===== src/rtl/ddr_deser_pkg.sv =====
// Shared types and constants for the DDR word deserializer.
package ddr_deser_pkg;

    // Alignment state: hunting for the sync word, or locked to word boundaries.
    typedef enum logic {
        HUNT = 1'b0,
        LOCK = 1'b1
    } state_e;

    // Default alignment pattern for the 8-bit configuration.
    localparam logic [7:0] SYNC_DEFAULT = 8'hA5;

    // Width of the optional dropped-word counter.
    localparam int OVF_CNT_W = 8;

endpackage


===== src/rtl/ddr_pair_capture.sv =====
// Dual-edge capture front end: holds the bit sampled on the falling edge and
// presents it together with the live line value to the rising-edge logic.
// The older (falling-edge) bit sits in the upper position of the pair.
module ddr_pair_capture (
    input  logic       clk,
    input  logic       rst_n,
    input  logic       i_din,
    output logic [1:0] o_pair
);

    logic r_neg_bit;

    // Capture the line on every falling edge, whatever the enable state.
    always_ff @(negedge clk or negedge rst_n) begin
        if (!rst_n) begin
            r_neg_bit <= 1'b0;
        end else begin
            r_neg_bit <= i_din;
        end
    end

    assign o_pair = {r_neg_bit, i_din};

endmodule


===== src/rtl/ddr_word_deser.sv =====
// DDR word deserializer: collects two bits per clock period, aligns to a sync
// word on 2-bit boundaries, then assembles W-bit words into a valid/ready
// output register.
// Optional feature: define DDR_WORD_DESER_OVF_CNT_EN to add the ovf_cnt port,
// a saturating count of dropped words.
module ddr_word_deser
    import ddr_deser_pkg::*;
#(
    parameter int             W    = 8,
    parameter logic [W-1:0]   SYNC = W'(SYNC_DEFAULT)
) (
    input  logic                 clk,
    input  logic                 rst_n,
    input  logic                 din,
    input  logic                 en,
    input  logic                 resync,
    input  logic                 out_ready,
    output logic [W-1:0]         out_data,
    output logic                 out_valid,
    output logic                 locked,
    output logic                 overflow
`ifdef DDR_WORD_DESER_OVF_CNT_EN
   ,output logic [OVF_CNT_W-1:0] ovf_cnt
`endif
);

    localparam int              PAIRS    = W / 2;
    localparam int              CNT_W    = $clog2(PAIRS);
    localparam logic [CNT_W-1:0] CNT_LAST = CNT_W'(PAIRS - 1);

    // Reject widths the pair-based assembly cannot handle.
    if ((W % 2) != 0 || W < 4) begin : g_bad_width
        $error("ddr_word_deser: W must be even and at least 4");
    end

    state_e           r_state;
    state_e           w_state_next;
    logic [CNT_W-1:0] r_cnt;
    logic [CNT_W-1:0] w_cnt_next;
    logic [W-1:0]     r_sr;
    logic [W-1:0]     w_sr_next;
    logic [1:0]       w_pair;
    logic             w_complete;
    logic             w_drop;
    logic [W-1:0]     r_out_data;
    logic             r_out_valid;
    logic             r_overflow;

    ddr_pair_capture u_pair_capture (
        .clk    (clk),
        .rst_n  (rst_n),
        .i_din  (din),
        .o_pair (w_pair)
    );

    // Older bit above newer bit; the earliest bit ends up at the MSB.
    assign w_sr_next = {r_sr[W-3:0], w_pair};

    // Shift register advances only on enabled edges, including a resync edge.
    // NOTE: clocked state uses non-blocking assignments so every register in
    // the design samples pre-edge values, independent of block ordering.
    always_ff @(posedge clk or negedge rst_n) begin
        if (!rst_n) begin
            r_sr <= '0;
        end else if (en) begin
            r_sr <= w_sr_next;
        end
    end

    // State and pair-counter registers.
    always_ff @(posedge clk or negedge rst_n) begin
        if (!rst_n) begin
            r_state <= HUNT;
            r_cnt   <= '0;
        end else begin
            r_state <= w_state_next;
            r_cnt   <= w_cnt_next;
        end
    end

    // Next state, counter and word completion; resync overrides everything.
    // NOTE: every output of this block gets a default first, so no path can
    // leave a value unassigned and infer a latch.
    always_comb begin
        w_state_next = r_state;
        w_cnt_next   = r_cnt;
        w_complete   = 1'b0;
        if (resync) begin
            w_state_next = HUNT;
            w_cnt_next   = '0;
        end else if (en) begin
            case (r_state)
                HUNT: begin
                    if (w_sr_next == SYNC) begin
                        w_state_next = LOCK;
                        w_cnt_next   = '0;
                    end
                end
                LOCK: begin
                    if (r_cnt == CNT_LAST) begin
                        w_cnt_next = '0;
                        w_complete = 1'b1;
                    end else begin
                        w_cnt_next = r_cnt + CNT_W'(1);
                    end
                end
                default: begin
                    w_state_next = HUNT;
                    w_cnt_next   = '0;
                end
            endcase
        end
    end

    // A completed word is dropped when the previous one is still unaccepted.
    assign w_drop = w_complete & r_out_valid & ~out_ready;

    // Output register: load on completion when there is room, clear valid on
    // an accept with nothing new to load; data holds otherwise.
    always_ff @(posedge clk or negedge rst_n) begin
        if (!rst_n) begin
            r_out_data  <= '0;
            r_out_valid <= 1'b0;
        end else if (w_complete) begin
            if (!r_out_valid || out_ready) begin
                r_out_data  <= w_sr_next;
                r_out_valid <= 1'b1;
            end
        end else if (r_out_valid && out_ready) begin
            r_out_valid <= 1'b0;
        end
    end

    // Sticky drop flag, cleared by realignment.
    always_ff @(posedge clk or negedge rst_n) begin
        if (!rst_n) begin
            r_overflow <= 1'b0;
        end else if (resync) begin
            r_overflow <= 1'b0;
        end else if (w_drop) begin
            r_overflow <= 1'b1;
        end
    end

`ifdef DDR_WORD_DESER_OVF_CNT_EN
    logic [OVF_CNT_W-1:0] r_ovf_cnt;

    // Saturating count of dropped words, cleared by realignment.
    always_ff @(posedge clk or negedge rst_n) begin
        if (!rst_n) begin
            r_ovf_cnt <= '0;
        end else if (resync) begin
            r_ovf_cnt <= '0;
        end else if (w_drop && (r_ovf_cnt != '1)) begin
            r_ovf_cnt <= r_ovf_cnt + OVF_CNT_W'(1);
        end
    end

    assign ovf_cnt = r_ovf_cnt;
`endif

    assign out_data  = r_out_data;
    assign out_valid = r_out_valid;
    assign locked    = (r_state == LOCK);
    assign overflow  = r_overflow;

endmodule


===== config.mk =====
export PLATFORM = sky130hd
export DESIGN_NAME = ddr_word_deser
export DESIGN_NICKNAME = d
export VERILOG_FILES = /design/src/rtl/ddr_deser_pkg.sv /design/src/rtl/ddr_pair_capture.sv /design/src/rtl/ddr_word_deser.sv
export SDC_FILE = /design/constraint.sdc
export NUM_CORES = 1
export LEC_CHECK = 0
export ABC_AREA = 1
export CORE_MARGIN = 3
export CORE_UTILIZATION = 40
export DETAILED_ROUTE_END_ITERATION = 10
export PLACE_DENSITY = 0.7
export SLEW_MARGIN = 0
export SYNTH_ARGS = -nofsm -noshare
export SYNTH_HDL_FRONTEND = slang
export SYNTH_HIERARCHICAL = 1
export SYNTH_SLANG_ARGS = --single-unit

===== constraint.sdc =====
create_clock -name clk -period 2.9 [get_ports clk]
set_input_delay 0.725 -clock clk [delete_from_list [all_inputs] [get_ports clk]]
set_output_delay 0.725 -clock clk [all_outputs]
set_load 0.01 [all_outputs]

* Word-level counts from Yosys, hierarchy flattened *
Cells that the tools add are included.

operators by class
  $add $sub $neg = 1
  eq/ne operators = 4
  muxes and demuxes = 18
  bitwise logic cells = 4
  reductions and logical operators = 9

operator list
  kind                 number
  $mux 1               13
  $eq 8x8->1 const B   1
  $mux 2               4
  $reduce_and 2->1     3
  $reduce_bool 2->1    3
  $pmux 2 s2           1
  $ne 3x3->1 const B   1
  $add 2x1->2 const B  1
  $and 1x1->1          2
  $eq 2x2->1 const B   1
  $ne 2x1->1 const B   1
  $not 1->1            2
  $logic_and 1x1->1    1
  $logic_not 1->1      1
  $logic_or 1x1->1     1

storage, ports and cells
  bits in registers = 20
  input port bits = 6
  output and inout bits = 11
  logic and storage cells = 43

* Depth between registers and ports, before layout *
Gate-level depths: netlist (run 1).

  depth in word-level cells = 9
  depth in mapped cells = 9
  mapped depth without buffers = 8

* Modules after synthesis *
Netlist (run 1), hierarchy kept.

by module, submodules not included
  module            times used  cells an instance  area an instance (um^2)  sequential area each (um^2)
  ddr_word_deser    1           90                 819.5                    475.5
  ddr_pair_capture  1           3                  40.0                     25.0

==> results of run 1 <==
-- registers in the layout, summed over array words and instances, names as in the netlist --
name	flops
u_pair_capture/r_neg_bit	1
out_valid	1
overflow	1
out_data	8
r_cnt	2
locked	1
r_sr	6
-- per-layer routing --
metal / part of all wire / vias to the layer above / global-route usage
met5: 0 / - / 0
met2: 0.49 / 15 / 0.198
li1: - / 323 / -
met1: 0.48 / 288 / 0.169
met3: 0.030 / 2 / 0.0171
met4: 0.0079 / 0 / 0.0511
-- cell usage after synthesis --
cell and count:
nand2_1 31, inv_1 12, ha_1 1, dfrtn_1 1, dfrtp_1 19, buf_6 1
o21ai_2 7, nand2_2 1, nand4_2 1, nand3_1 3, a21oi_1 1, clkbuf_1 1
o21ai_0 8, buf_4 2, inv_2 1, nor2_1 3
-- worst max path at each step --
stage                        startpoint                       end  slack, ns
3_5_place_dp                        din  u_pair_capture/r_neg_bit       0.14
3_3_place_gp                        din  u_pair_capture/r_neg_bit       0.14
2_1_floorplan  u_pair_capture/r_neg_bit                  r_cnt[0]       0.45
6_report       u_pair_capture/r_neg_bit                  r_cnt[0]       0.45
4_1_cts        u_pair_capture/r_neg_bit                  r_cnt[0]       0.42
5_1_grt        u_pair_capture/r_neg_bit                  r_cnt[1]       0.31
-- kinds of logic after synthesis --
kind of cell,share of synthesized area
adder cells (fa/ha/maj),0.0146
buffers and inverters,0.0917
AO/OA/AOI/OAI,0.124
AND/OR/NAND/NOR,0.188
flip-flops,0.582
-- per-stage QoR --
step,instances,hold slack (ns)
floorplan,93,0.429
global placement,135,0.457
detailed placement,135,0.464
CTS,139,0.492
global route,139,0.509
finish,139,0.490
-- worst min-delay path, delay by kind of cell, from the launching register on --
kind	cells	cell delay, ns
AND/OR/NAND/NOR	1	0.06
AO/OA/AOI/OAI	1	0.05
flip-flops	1	0.35
-- cell usage in the layout (no fill, tap or decap), types with 3 or more instances in the layout --
master / n
clkdlybuf4s50_1: 16
clkbuf_4: 3
o21ai_2: 7
nand2_1: 31
nand3_1: 3
nor2_1: 3
o21ai_0: 8
buf_4: 3
inv_1: 12
dfrtp_1: 19
-- layout make-up --
| class | count | area share |
|---|---|---|
| flip-flops and latches | 20 | 0.467 |
| inverters | 13 | 0.0455 |
| clock buffers | 4 | 0.0245 |
| repair buffers | 19 | 0.170 |
| multi-input cells | 56 | 0.261 |
| well taps | 27 | 0.0315 |
-- power by group --
part	total (mW)	internal [mW]	switching (mW)
Sequential	0.294	0.289	0.00507
Combinational	0.0398	0.0153	0.0245
Clock	0.134	0.0535	0.0810
Total	0.468	0.358	0.110
==> results.md, run 1 <==
| Group | Parameter | Reported |
|---|---|---|
| clocking | Clock Sink Count | 20 |
| yosys | Dominant cells by area after synthesis | dfrtp_1, nand2_1, o21ai_2 |
| yosys | Syn Inst Count | 93 |
| global route | Via count of the first global-routing pass | 597 |
| setup path | FF-to-FF Start | u_pair_capture/r_neg_bit |
| floorplanning | Die outline height | 52.4 um |
| placement | Post-Place Cell Area | 1050 um^2 |
| cells and area | Combined flip-flop and latch cell area | 500 um^2 |
| job | Reported max-cap violation count | 0 |
| setup path | Startpoint types | flop |
| clocking | Reg clk slew, reported paths | 0.11 ns |
| setup path | Number of cells on the worst reg-to-reg path | 8 |
| cells and area | Multi-input logic area | 280 um^2 |
| yosys | Mapped Avg Cell Area | 9.24 um^2 |
| yosys | Count of different cell masters after synthesis | 16 |
| detailed routing | Average wire per standard cell | 10.0 um |
| global route | Gr usage total | 0.125 |
| detailed routing | Post-detailed-route count of antenna-violating nets | 0 |
| worst hold path | Destination of the worst hold path | out_data[2] |
| global route | Maximum number of pins on one net before global-route repair | 20 |
| worst hold path | Startpoint of the most critical hold path | out_data[2] |
| yosys | Portion of the post-synthesis area used by sequential elements | 0.582 |
| floorplanning | Initial core utilization | 0.429 |
| setup path | Path type of the worst setup path | flop to flop |
| cells and area | Final net count | 120 |
| timing | Slew at the pin closest to its max-slew limit | 0.326 ns |
| cells and area | End-of-flow core utilization | 0.536 |
| timing | Final setup skew | 0.00701 ns |
| worst hold path | Worst hold path cell count | 2 |
| setup path | CP max stage delay | 0.35 ns |
| setup path | Cell breakdown of the critical path | inv_1, nand2_1, nor2_1, nand2_1, nand3_1, nand2_1, nand2_1, nand2_1 |
| timing | Final worst slack | 0.451 ns |
| floorplanning | Number of placement rows | 16 |
| yosys | Post-synthesis cell type with the largest combined area | dfrtp_1 |
| placement | RePlAce Congestion | 0.703 |
| timing | Total negative setup slack | 0 ns |
| setup path | Critical path depth in cells | 8 |
| setup path | Signal arrival time at the worst endpoint | 2.65 ns |
| placement | Buffers added on ports | 16 |
| setup path | CP required | 3.10 ns |
| clocking | CTS tree | yes |
| clocking | Clk_lat worst skew | 0.30 ns |
| floorplanning | Horizontal die dimension | 52.4 um |
| clocking | Number of CTS-inserted buffers | 3 |
| placement | Worst-case setup slack after placement | 0.142 ns |
| yosys | Mapped cell area | 860 um^2 |
| cells and area | Number of antenna diodes | 0 |
| clocking | Total number of H-tree levels | 1 |
| detailed routing | Vias | 628 |
| setup path | Capture instance of the worst register-to-register path | r_cnt[0] |
| timing | Relative slew slack | 0.782 |
| timing | Setup repair after global routing missed its margin | false |
| setup path | Setup slack of the worst register-to-register path | 0.45 ns |
| timing | Setup violation total in the final timing report | 0 |
| floorplanning | Number of placed I/O pins | 17 |
| setup path | Delay-heaviest family, CP | simple AND/OR/NAND/NOR gates |
| clocking | PostCTS Resize Cnt | 0 |
| global route | Initial antenna violation count | 0 |
| cells and area | Total of fill cells in the finished design | 199 |
| setup path | Max Fanout on Critical Path | 2 |
| detailed routing | Initial DRC Count | 16 |
| clocking | Quantity of hold-fixing buffers added after cts | 0 |
| placement | HPWL reported at the end of detailed placement | 1.06 mm |
| global route | Global-route wire length before repair | 2.57 mm |
| clocking | Number of buffers on the longest clock path | 2 |
| floorplanning | Core Footprint | 2000 um^2 |
| yosys | Post-synthesis sequential element count | 20 |
| run status | Result of the run | finished clean |
| cells and area | Final Cell Area | 1070 um^2 |
| setup path | Slowest cell on the critical path | dfrtn_1 |
| detailed routing | DRT Pass-1 Iters | 4 |
| pwr | Largest voltage drop on the vdd net | 253 uV |
| timing | Pins Over Slew Limit | 0 |
| setup path | Cell occurring most often along the worst timing path | nand2_1 |
| clocking | Root cell of the clock tree | clkbuf_4 |
| setup path | Element type at the critical path end | flop |
| setup path | WP buf/inv | 1 |
| detailed routing | Via density per instance | 4.52 |
| pwr | Static Leak | 0.542 nW |
| pwr | Total Power | 0.468 mW |
| global route | Overflow left after global routing | 0 |
| pwr | Power density of the placed cells | 436 nW/um^2 |
| cells and area | Area added between synthesis and finish | 24.7% |
| timing | Number of endpoints with negative hold slack in the final report | 0 |
| cells and area | Fraction of layout instances using a drive strength above 1 | 0.143 |
| yosys | Net count after synthesis | 100 |
| yosys | Synth warnings | 6 |
| clocking | Post-CTS setup buffer count | 0 |
| yosys | Share of the synthesized area in the top cell type | 0.553 |
| detailed routing | Routed WL | 1.39 mm |
| floorplanning | Total die area | 2740 um^2 |
| worst hold path | Hold/Removal Path Class | flop to flop |
| detailed routing | Residual DRC | 0 |
No activity file was read; power rests on OpenSTA's default activity.
==> run 2: changes to the inputs <==
--- a/config.mk
+++ b/config.mk
@@ -9,7 +9,7 @@
 export CORE_MARGIN = 3
 export CORE_UTILIZATION = 40
 export DETAILED_ROUTE_END_ITERATION = 10
-export PLACE_DENSITY = 0.7
+export PLACE_DENSITY = 0.73
 export SLEW_MARGIN = 0
 export SYNTH_ARGS = -nofsm -noshare
 export SYNTH_HDL_FRONTEND = slang
==> constraint.sdc (replaced) <==
create_clock -name clk -period 2.2 [get_ports clk]
set_input_delay 0.55 -clock clk [delete_from_list [all_inputs] [get_ports clk]]
set_output_delay 0.55 -clock clk [all_outputs]
set_load 0.01 [all_outputs]
==> run 2 against run 1 <==
Sequential share of layout area is 1.4 points lower. Non-clock buffer count is 1 higher. Global-route usage is 0.29 points higher. First-iteration DRC count is 63% higher. Core utilization is 1.7 points higher. Power is 58% higher. Largest power group unchanged. Setup slack worse by 0.35 ns. Clock skew is 0.00076 ns higher. Flip-flop and latch count stayed put. Die area stayed put. Final area is 3.2% higher.
==> results.md, run 2 (synthesized netlist as in run 1, its figures left out) <==
| Group | Parameter | Reported | Change |
|---|---|---|---|
| pwr | Fraction of power spent switching nets | 0.208 | -0.0279 |
| pwr | Combinational Power Share | 0.075 | -0.010 |
| floorplanning | Number of placement rows | 16 | unchanged |
| clocking | Clock Sink Count | 20 | unchanged |
| cells and area | Non-filler instance count after layout | 140 | +0.72% |
| cells and area | Total of fill cells in the finished design | 186 | -6.5% |
| setup path | Path type of the worst setup path | flop to flop |  |
| setup path | Signal arrival time at the worst endpoint | 2.30 ns | -0.35 ns |
| setup path | Element type at the critical path end | flop |  |
| setup path | Cell occurring most often along the worst timing path | nand2_1 |  |
| clocking | Quantity of hold-fixing buffers added after cts | 0 | unchanged |
| setup path | Max Fanout on Critical Path | 2 | unchanged |
| cells and area | Area added between synthesis and finish | 28.7% |  |
| global route | Gr usage total | 0.127 | +0.00286 |
| setup path | Cell breakdown of the critical path | inv_2, nand2_1, nor2_1, nand2_1, nand3_1, nand2_1, nand2_1, nand2_1 |  |
| pwr | Part of the total power dissipated in sequential elements | 0.523 | -0.105 |
| detailed routing | Via density per instance | 4.73 | +4.7% |
| global route | Initial antenna violation count | 0 | unchanged |
| clocking | Root cell of the clock tree | clkbuf_4 |  |
| timing | Number of endpoints with negative hold slack in the final report | 0 | unchanged |
| detailed routing | Residual DRC | 0 | unchanged |
| floorplanning | Number of placed I/O pins | 17 | unchanged |
| timing | Final hold slack | 0.491 ns | +0.000579 ns |
| floorplanning | Horizontal die dimension | 52.4 um | unchanged |
| detailed routing | DRT Pass-1 Iters | 4 | unchanged |
| timing | Pins Over Slew Limit | 0 | unchanged |
| floorplanning | Total die area | 2740 um^2 | unchanged |
| cells and area | Most common library cell in the layout ignoring fill and taps | nand2_1 |  |
| pwr | Clock group share of total power | 0.402 | +0.115 |
| global route | Overflow left after global routing | 0 | unchanged |
| placement | RePlAce Congestion | 0.725 | +3.2% |
| clocking | Number of buffers on the longest clock path | 2 | unchanged |
| global route | Maximum number of pins on one net before global-route repair | 20 | unchanged |
| detailed routing | Routed WL | 1.51 mm | +8.7% |
| placement | Buffers added on ports | 16 | unchanged |
| detailed routing | Average wire per standard cell | 10.8 um | +7.9% |
| timing | Setup repair after global routing missed its margin | false |  |
| detailed routing | Vias | 662 | +5.4% |
| pwr | Switching power summed over all nets | 0.154 mW | +40% |
| detailed routing | Initial DRC Count | 26 | +10 |
| run status | Result of the run | finished clean |  |
| timing | Final setup skew | 0.00776 ns | +0.000758 ns |
| cells and area | Fraction of layout instances using a drive strength above 1 | 0.168 | +0.0253 |
| setup path | CP max stage delay | 0.37 ns | +0.02 ns |
| pwr | Power density of the placed cells | 669 nW/um^2 | +53% |
| placement | HPWL reported at the end of detailed placement | 1.12 mm | +6.5% |
| clocking | Reg clk slew, reported paths | 0.11 ns | about the same |
| clocking | Clk_lat worst skew | 0.30 ns | about the same |
| setup path | Delay-heaviest family, CP | simple AND/OR/NAND/NOR gates |  |
| placement | Number of placed cells counting well taps | 135 | unchanged |
| cells and area | Final net count | 121 | +0.83% |
| setup path | Slowest cell on the critical path | dfrtn_1 |  |
| cells and area | Number of flip-flops under the largest register name | 8 | unchanged |
| floorplanning | Initial core utilization | 0.429 | unchanged |
| setup path | CP required | 2.40 ns | -0.70 ns |
| global route | Via count of the first global-routing pass | 609 | +2.0% |
| pwr | Largest voltage drop on the vdd net | 386 uV | +53% |
| clocking | CTS tree | yes |  |
| timing | Slew at the pin closest to its max-slew limit | 0.338 ns | +0.0118 ns |
| setup path | WP buf/inv | 1 | unchanged |
| detailed routing | Post-detailed-route count of antenna-violating nets | 0 | unchanged |
| global route | Global-route wire length before repair | 2.58 mm | +0.55% |
| setup path | Startpoint types | flop |  |
| pwr | Static Leak | 0.559 nW | +3.1% |
| timing | Relative slew slack | 0.774 | -0.00788 |
| floorplanning | Core Footprint | 2000 um^2 | unchanged |
| floorplanning | Die outline height | 52.4 um | unchanged |
| clocking | Number of CTS-inserted buffers | 3 | unchanged |
| clocking | Total number of H-tree levels | 1 | unchanged |
| cells and area | Most frequent cells in the layout | nand2_1, dfrtp_1, clkdlybuf4s50_1, inv_1, o21ai_0 |  |
| worst hold path | Hold/Removal Path Class | flop to flop |  |
| cells and area | Number of antenna diodes | 0 | unchanged |
| pwr | Internal portion of total power | 0.586 mW | +64% |
| job | Reported max-cap violation count | 0 | unchanged |
| timing | Setup violation total in the final timing report | 0 | unchanged |
-- run 2: cell count changes in the layout (fill, tap and decap cells not counted), sizes merged --
| cell | previous run | this run |
|---|---|---|
| buf | 3 | 4 |
| bufinv | 0 | 1 |
| clkbuf | 4 | 3 |
-- run 2: path summary, 6_finish.rpt --
kind                                            end  slack (ns)  cells past startpoint                     start
hold reg to reg                         out_data[4]        0.49                      2               out_data[4]
hold / removal                          out_data[4]        0.49                      2               out_data[4]
min in group asynchronous               out_data[7]        0.66                      2                     rst_n
setup / recovery                           r_cnt[1]         0.1                      8  u_pair_capture/r_neg_bit
setup reg to reg                           r_cnt[1]         0.1                      8  u_pair_capture/r_neg_bit
max in group asynchronous  u_pair_capture/r_neg_bit        0.64                      1                     rst_n
-- run 2: power groups by stage --
stage	Combinational, mW	Sequential, mW	Clock, mW
after floorplan	0.0294	0.393	0
after global placement	0.0524	0.394	0
after detailed placement	0.0546	0.394	0
after CTS	0.0549	0.387	0.307
after global routing	0.0644	0.389	0.316
final	0.0552	0.387	0.298
-- run 2: repair_timing --
| action | in CTS | in global routing |
|---|---|---|
| resized for setup | 0 | 1 |
| setup endpoints to repair | 0 | 2 |
| buffers inserted | 0 | 1 |
-- run 2: routing by layer --
layer	share of wire	track usage	vias to the layer above
met5	0	0	-
li1	-	-	328
met2	0.50	0.211	27
met1	0.43	0.165	307
met4	0	0.0383	0
met3	0.063	0.0285	0
-- run 2: through the flow --
stage          setup TNS, ns  cell area [um^2]  power (mW)  setup slack, ns   util
2_1_floorplan              0               860       0.422            0.101      -
3_3_place_gp         -0.0323              1050       0.446          -0.0323  0.523
3_5_place_dp         -0.0387              1050       0.449          -0.0387  0.523
4_1_cts                    0              1100       0.749           0.0681  0.549
5_1_grt                    0              1110       0.770          0.00276  0.553
6_report                   0              1110       0.740           0.0983  0.553
-- run 2: area by class of cell --
type | instances | area [um^2] | area share
Clock buffer | 3 | 22.5 | 0.0204
Timing Repair Buffer | 20 | 190 | 0.172
Sequential cell | 20 | 500 | 0.452
Tap cell | 27 | 33.8 | 0.0305
Inverter | 13 | 48.8 | 0.0441
Multi-Input combinational cell | 56 | 280 | 0.253
Clock inverter | 1 | 30.0 | 0.0271
-- run 2: worst min-delay path, stage by stage (launching register included) --
cell and delay [ns]:
dfrtp_1 0.36, nand2_1 0.06, o21ai_2 0.05
